`src/rtl/param_reg_file.sv`:
```
`default_nettype none
// ============================================================================
// Module   : param_reg_file
// Desc     : NREGS x WIDTH register file with a multi-hot write select, two
//            async read ports, sticky per-register wrap flags and a zero mask.
//            Define REGFILE_BYPASS_EN to forward post-op values to the reads.
// Revision : 1.0 - initial release
// ============================================================================
module param_reg_file #(
    parameter  int WIDTH = 8,
    parameter  int NREGS = 8,
    localparam int SELW  = $clog2(NREGS)
) (
    input  logic             Clock,
    input  logic             Reset,
    input  logic             Enable,
    input  logic [1:0]       FunSel,
    input  logic [NREGS-1:0] RSel,
    input  logic [WIDTH-1:0] Load,
    input  logic [SELW-1:0]  O1Sel,
    input  logic [SELW-1:0]  O2Sel,
    output logic [WIDTH-1:0] O1,
    output logic [WIDTH-1:0] O2,
    output logic [NREGS-1:0] WrapFlag,
    output logic [NREGS-1:0] ZeroMask
);
    localparam logic [1:0]       c_OP_CLR  = 2'b00;
    localparam logic [1:0]       c_OP_LOAD = 2'b01;
    localparam logic [1:0]       c_OP_DEC  = 2'b10;
    localparam int               c_DEPTH   = 1 << SELW;
    localparam logic [WIDTH-1:0] c_ONE     = WIDTH'(1);
    localparam logic [WIDTH-1:0] c_ONES    = {WIDTH{1'b1}};

    logic [WIDTH-1:0] r_regs [NREGS];
    logic [NREGS-1:0] r_wrap;
    logic [WIDTH-1:0] w_next [NREGS];
    logic [NREGS-1:0] w_wrap_next;
    logic [WIDTH-1:0] w_rd_tbl [c_DEPTH];

    // Each selected register applies the op to its own value independently.
    always_comb begin
        for (int i = 0; i < NREGS; i++) begin
            w_next[i]      = r_regs[i];
            w_wrap_next[i] = r_wrap[i];
            if (Enable && RSel[i]) begin
                case (FunSel)
                    c_OP_CLR: begin
                        w_next[i]      = '0;
                        w_wrap_next[i] = 1'b0;
                    end
                    c_OP_LOAD: w_next[i] = Load;
                    c_OP_DEC: begin
                        w_next[i] = r_regs[i] - c_ONE;
                        if (r_regs[i] == '0)
                            w_wrap_next[i] = 1'b1;
                    end
                    default: begin
                        w_next[i] = r_regs[i] + c_ONE;
                        if (r_regs[i] == c_ONES)
                            w_wrap_next[i] = 1'b1;
                    end
                endcase
            end
        end
    end

    always_ff @(posedge Clock) begin
        if (!Reset) begin
            for (int i = 0; i < NREGS; i++)
                r_regs[i] <= '0;
            r_wrap <= '0;
        end else begin
            for (int i = 0; i < NREGS; i++)
                r_regs[i] <= w_next[i];
            r_wrap <= w_wrap_next;
        end
    end

    // Read table padded to a power of two so out-of-range indices read 0.
    for (genvar k = 0; k < c_DEPTH; k++) begin : g_rd_tbl
        if (k < NREGS) begin : g_live
`ifdef REGFILE_BYPASS_EN
            assign w_rd_tbl[k] = (Enable && RSel[k]) ? (Reset ? w_next[k] : '0)
                                                     : r_regs[k];
`else
            assign w_rd_tbl[k] = r_regs[k];
`endif
        end else begin : g_pad
            assign w_rd_tbl[k] = '0;
        end
    end

    for (genvar i = 0; i < NREGS; i++) begin : g_zero
        assign ZeroMask[i] = (r_regs[i] == '0);
    end

    assign O1       = w_rd_tbl[O1Sel];
    assign O2       = w_rd_tbl[O2Sel];
    assign WrapFlag = r_wrap;

endmodule
`default_nettype wire

```
`config.mk`:
```
export PLATFORM = sky130hd
export DESIGN_NAME = param_reg_file
export DESIGN_NICKNAME = d
export VERILOG_FILES = /design/src/rtl/param_reg_file.sv
export SDC_FILE = /design/constraint.sdc
export NUM_CORES = 1
export LEC_CHECK = 0
export ABC_AREA = 1
export BUFFER_PORTS_ARGS = -buffer_cell sky130_fd_sc_hd__buf_4
export CAP_MARGIN = 20
export CORE_ASPECT_RATIO = 1.4
export CORE_MARGIN = 2
export CORE_UTILIZATION = 30
export CTS_BUF_LIST = sky130_fd_sc_hd__clkbuf_16
export DETAILED_ROUTE_END_ITERATION = 7
export GPL_TIMING_DRIVEN = 0
export PLACE_DENSITY = 0.49
export SYNTH_ARGS = -nofsm -noshare
export SYNTH_HDL_FRONTEND = slang
export SYNTH_SLANG_ARGS = --single-unit
```
`constraint.sdc`:
```
create_clock -name Clock -period 2.68 [get_ports Clock]
set_input_delay 0.134 -clock Clock [delete_from_list [all_inputs] [get_ports Clock]]
set_output_delay 0.134 -clock Clock [all_outputs]
set_load 0.02 [all_outputs]
```
==> impl_summary.txt <==
----------------------------------------------------
[Critical path]
  Reg-to-reg endpoint ... r_regs[0][4]
  Type of element capturing the critical path ... flip-flop
  Critical Path Start Type ... primary input
  Library cell appearing most often on the critical path ... sky130_fd_sc_hd__nand2_1
  Capturing instance or port of the critical path ... r_regs[0][28]
  First element of the critical path ... FunSel[0]
  Worst-case register-to-register setup slack ... 0.92 ns
  Delay of the slowest cell on the worst path ... approximately 0.4 ns
  Reg-to-reg startpoint ... r_regs[0][1]
  Worst Path Required ... roughly 2.9 ns
  Slowest CP cell ... sky130_fd_sc_hd__buf_2
  R2R cell count ... 11
  Crit path arrival time ... 2.70 ns
  Cells traversed along the worst timing path ... buf_6 > inv_4 > nand2_2 > buf_6 > buf_6 > buf_2 > buf_2 > nand2_1 > nand2_1 > inv_1 > ha_1 > inv_1 > nand2_1 > nand2_1 > nor2_1 > nor2_1 > nand2_1 > nand2_1 > nor2_1 > nor2_1 > nor2_1
  Worst Setup Path Type ... primary input to flip-flop
  Maximum fanout encountered on the critical timing path ... 10

[Routing]
  Total detailed-routing wirelength ... 32,800 um
  Drt first-iter violations ... 740
  Detailed Routing Iterations Pass 1 ... 5
  Vias per cell ... 5.37
  Drc violations ... 0
  Count of nets left with antenna violations after detail routing ... 0
  Detailed-route via count ... 8,416
  Routed wire length per instance ... 20.9 um

[Place]
  Cell area reported after detailed placement ... 7510 sq um
  Routability congestion estimate ... 1.01
  Sum of net half-perimeters after detailed placement ... ~24,000 um
  Input/output buffers ... 54
  Setup WS pre-CTS ... -0.109 ns

[STA]
  Maximum achievable frequency ... 0.407 GHz
  Number of hold violations in the final report ... 0
  Slew margin rel. ... 33.7%
  Share of the clock period used by the worst path after layout ... 91.6%
  RSZ-0062 raised after global routing ... false
  Number of pins with negative max-slew slack in the final report ... 0
  Final Setup Violations ... 0
  Time the worst path needs with I/O delays and setup ... 2.46 ns
  Worst Tran Pin Value ... 0.994 ns
  Largest clock skew in the final design ... 0.00868 ns
  Setup slack after layout ... 0.224 ns

[Logic synthesis]
  Area leader, netlist ... sky130_fd_sc_hd__dfxtp_1
  Cell types with the largest area share after synthesis ... sky130_fd_sc_hd__dfxtp_1 21%, sky130_fd_sc_hd__nand2_1 19%, sky130_fd_sc_hd__inv_1 9.5%
  Post-synth top flop ... sky130_fd_sc_hd__dfxtp_1
  Combined area of all synthesized cells ... 6730 sq um
  Number of flip-flops and latches in the synthesized netlist ... 72
  Async S/R FF share, synth ... 0%
  Count of mapped cells out of synthesis ... 1,201
  Count of yosys warnings during synthesis ... 0
  Fraction of the yosys area taken by sequential cells ... 21.4%
  Synthesized net count ... 1,238
  Avg Synthesized Cell Area ... 5.60 sq um
  Post-synth EDFFs ... 0
  Area share of the leading cell type in the synthesized netlist ... between 20% and 30%
  Unique cell type count in the Yosys netlist ... 33

[Clock tree]
  Hold-fix buffer count after cts ... 0
  Cts repair resizes ... 0
  Number of buffers on the longest clock path ... 2
  Root buffer cell ... sky130_fd_sc_hd__clkbuf_16
  Clock-pin transition on the worst setup and hold timing paths ... 0.06 ns
  Clock tree from TritonCTS ... yes
  Worst-skew pair later-pin latency ... 0.36 ns
  Depth of the CTS H-tree ... 3
  TritonCTS Buffers ... 9
  CTS sink count ... a little over 70
  Total setup buffers inserted after CTS ... 0

[Floorplan]
  Vertical die dimension ... 181 um
  Cell Rows ... 64
  Initial Util ... between 30 and 40%
  Die W ... around 130 um
  IO Count ... between 50 and 60
  Area of the die ... ~24,000 sq um
  Floorplan core area ... 21,900 sq um

[Global routing]
  Global-route wire length before repair ... 49,000 um
  GRT met2 Usage ... between 40% and 50%
  Met3 capacity usage during global routing ... ~3.8%
  Number of antenna violations at the first check in global routing ... 0
  GR Util met1 ... 33.5%
  Pin count of the biggest net entering global routing ... 12
  Global router's overall resource usage ... between 20% and 30%
  Vias in the first global route ... 8,042
  Most used routing layer in global routing ... met2
  Grt ovf ... 0

[Layout]
  Final net count ... roughly 1,300
  Number of antenna cells inserted ... 0
  Share of final-layout standard cells stronger than drive strength 1 ... 7.32%
  Post-route design area ... approximately 7800 sq um
  Final core utilization ... 35.5%
  Most common cell after layout, fill and taps aside ... sky130_fd_sc_hd__nand2_1
  Layout overhead on the synthesized area ... 15.7%
  Commonest cells after routing, fill and taps aside ... 335 x sky130_fd_sc_hd__nand2_1, 173 x sky130_fd_sc_hd__inv_1, 120 x sky130_fd_sc_hd__o21ai_0, 114 x sky130_fd_sc_hd__a21oi_1, 113 x sky130_fd_sc_hd__nand3_1

[Pwr]
  Cell area power density ... 475 nW/um^2
  Power after layout ... 3.70 mW
  Maximum vdd ir drop ... roughly 0.00031 V
  Static Leakage ... 3.85 nW

[Run status]
  Status ... finished, final reports clean

[Min path]
  Type of the tightest min-delay check ... primary input to flip-flop

[Flow run]
  Max-capacitance violation count ... 0

----------------------------------------------------
[cell usage after synthesis, types with 5 or more instances]
cell type	number
sky130_fd_sc_hd__o21ai_0	120
sky130_fd_sc_hd__nand2_1	335
sky130_fd_sc_hd__buf_6	5
sky130_fd_sc_hd__buf_1	6
sky130_fd_sc_hd__nand4_1	16
sky130_fd_sc_hd__inv_1	171
sky130_fd_sc_hd__dfxtp_1	72
sky130_fd_sc_hd__clkbuf_1	36
sky130_fd_sc_hd__a221oi_1	31
sky130_fd_sc_hd__nand3_1	113
sky130_fd_sc_hd__buf_2	9
sky130_fd_sc_hd__xor2_1	10
sky130_fd_sc_hd__ha_1	10
sky130_fd_sc_hd__o2111ai_1	6
sky130_fd_sc_hd__a31oi_1	31
sky130_fd_sc_hd__o31ai_1	5
sky130_fd_sc_hd__o21bai_1	6
sky130_fd_sc_hd__a21oi_1	114
sky130_fd_sc_hd__nor2_1	75
[report_power, final]
part	switching, mW	total, mW	internal [mW]
clock	0.545	1.25	0.706
sequential	0.0977	1.24	1.14
combinational	0.825	1.21	0.382
total	1.47	3.70	2.23
[layer usage]
metal | vias to the layer above | wire length, um
met5 | - | 0
li1 | 4134 | -
met2 | 319 | 15600
met1 | 3849 | 13200
met3 | 114 | 1640
met4 | 0 | 2380
[layout make-up]
| class | count | area, sq um |
|---|---|---|
| Buffer | 59 | 282 |
| Multi-Input combinational cell | 894 | 4350 |
| Timing Repair Buffer | 54 | 405 |
| Tap cell | 297 | 372 |
| Clock inverter | 7 | 55.1 |
| Sequential cell | 72 | 1440 |
| Fill cell | 2527 | 14200 |
| Clock buffer | 9 | 225 |
| Inverter | 176 | 663 |
[how the worst min path moves through the flow]
stage	cells past startpoint	slack (ns)	startpoint	endpoint
after floorplan	2	0.37	Reset	r_regs[0][0]
after global placement	2	0.44	WrapFlag[0]	WrapFlag[0]
after detailed placement	2	0.44	WrapFlag[1]	WrapFlag[1]
after CTS	4	0.17	RSel[3]	r_regs[0][24]
after global routing	4	0.23	RSel[3]	r_regs[0][24]
final	4	0.19	RSel[3]	r_regs[0][24]
[cells by family after synthesis]
group	count (synthesis)	share of synthesized area, %
adders and majority gates	10	1.86
xor gates and xnor gates	13	1.69
AOI/OAI and AO/OA	320	27.2
buffers and inverters	235	14.0
and+or+nand+nor	551	33.8
DFF	72	21.4
[sequential cells by signal (all words and copies together), names as in the netlist]
| signal | count |
|---|---|
| WrapFlag | 8 |
| r_regs | 64 |
[worst max-delay path: cells and delay by family]
family                     cells  cell delay, ns
buffers and inverters          8            1.48
adders and majority gates      1            0.18
and+or+nand+nor               12            0.90
[per-stage QoR]
step                      TNS [ns]  hold slack [ns]  cells
after floorplan                  0            0.371   1201
after global placement      -0.185            0.442   1552
after detailed placement    -0.393            0.445   1552
after CTS                        0            0.169   1568
after global routing             0            0.231   1568
final                            0            0.193   1568
No activity file was read; power rests on OpenSTA's default activity.
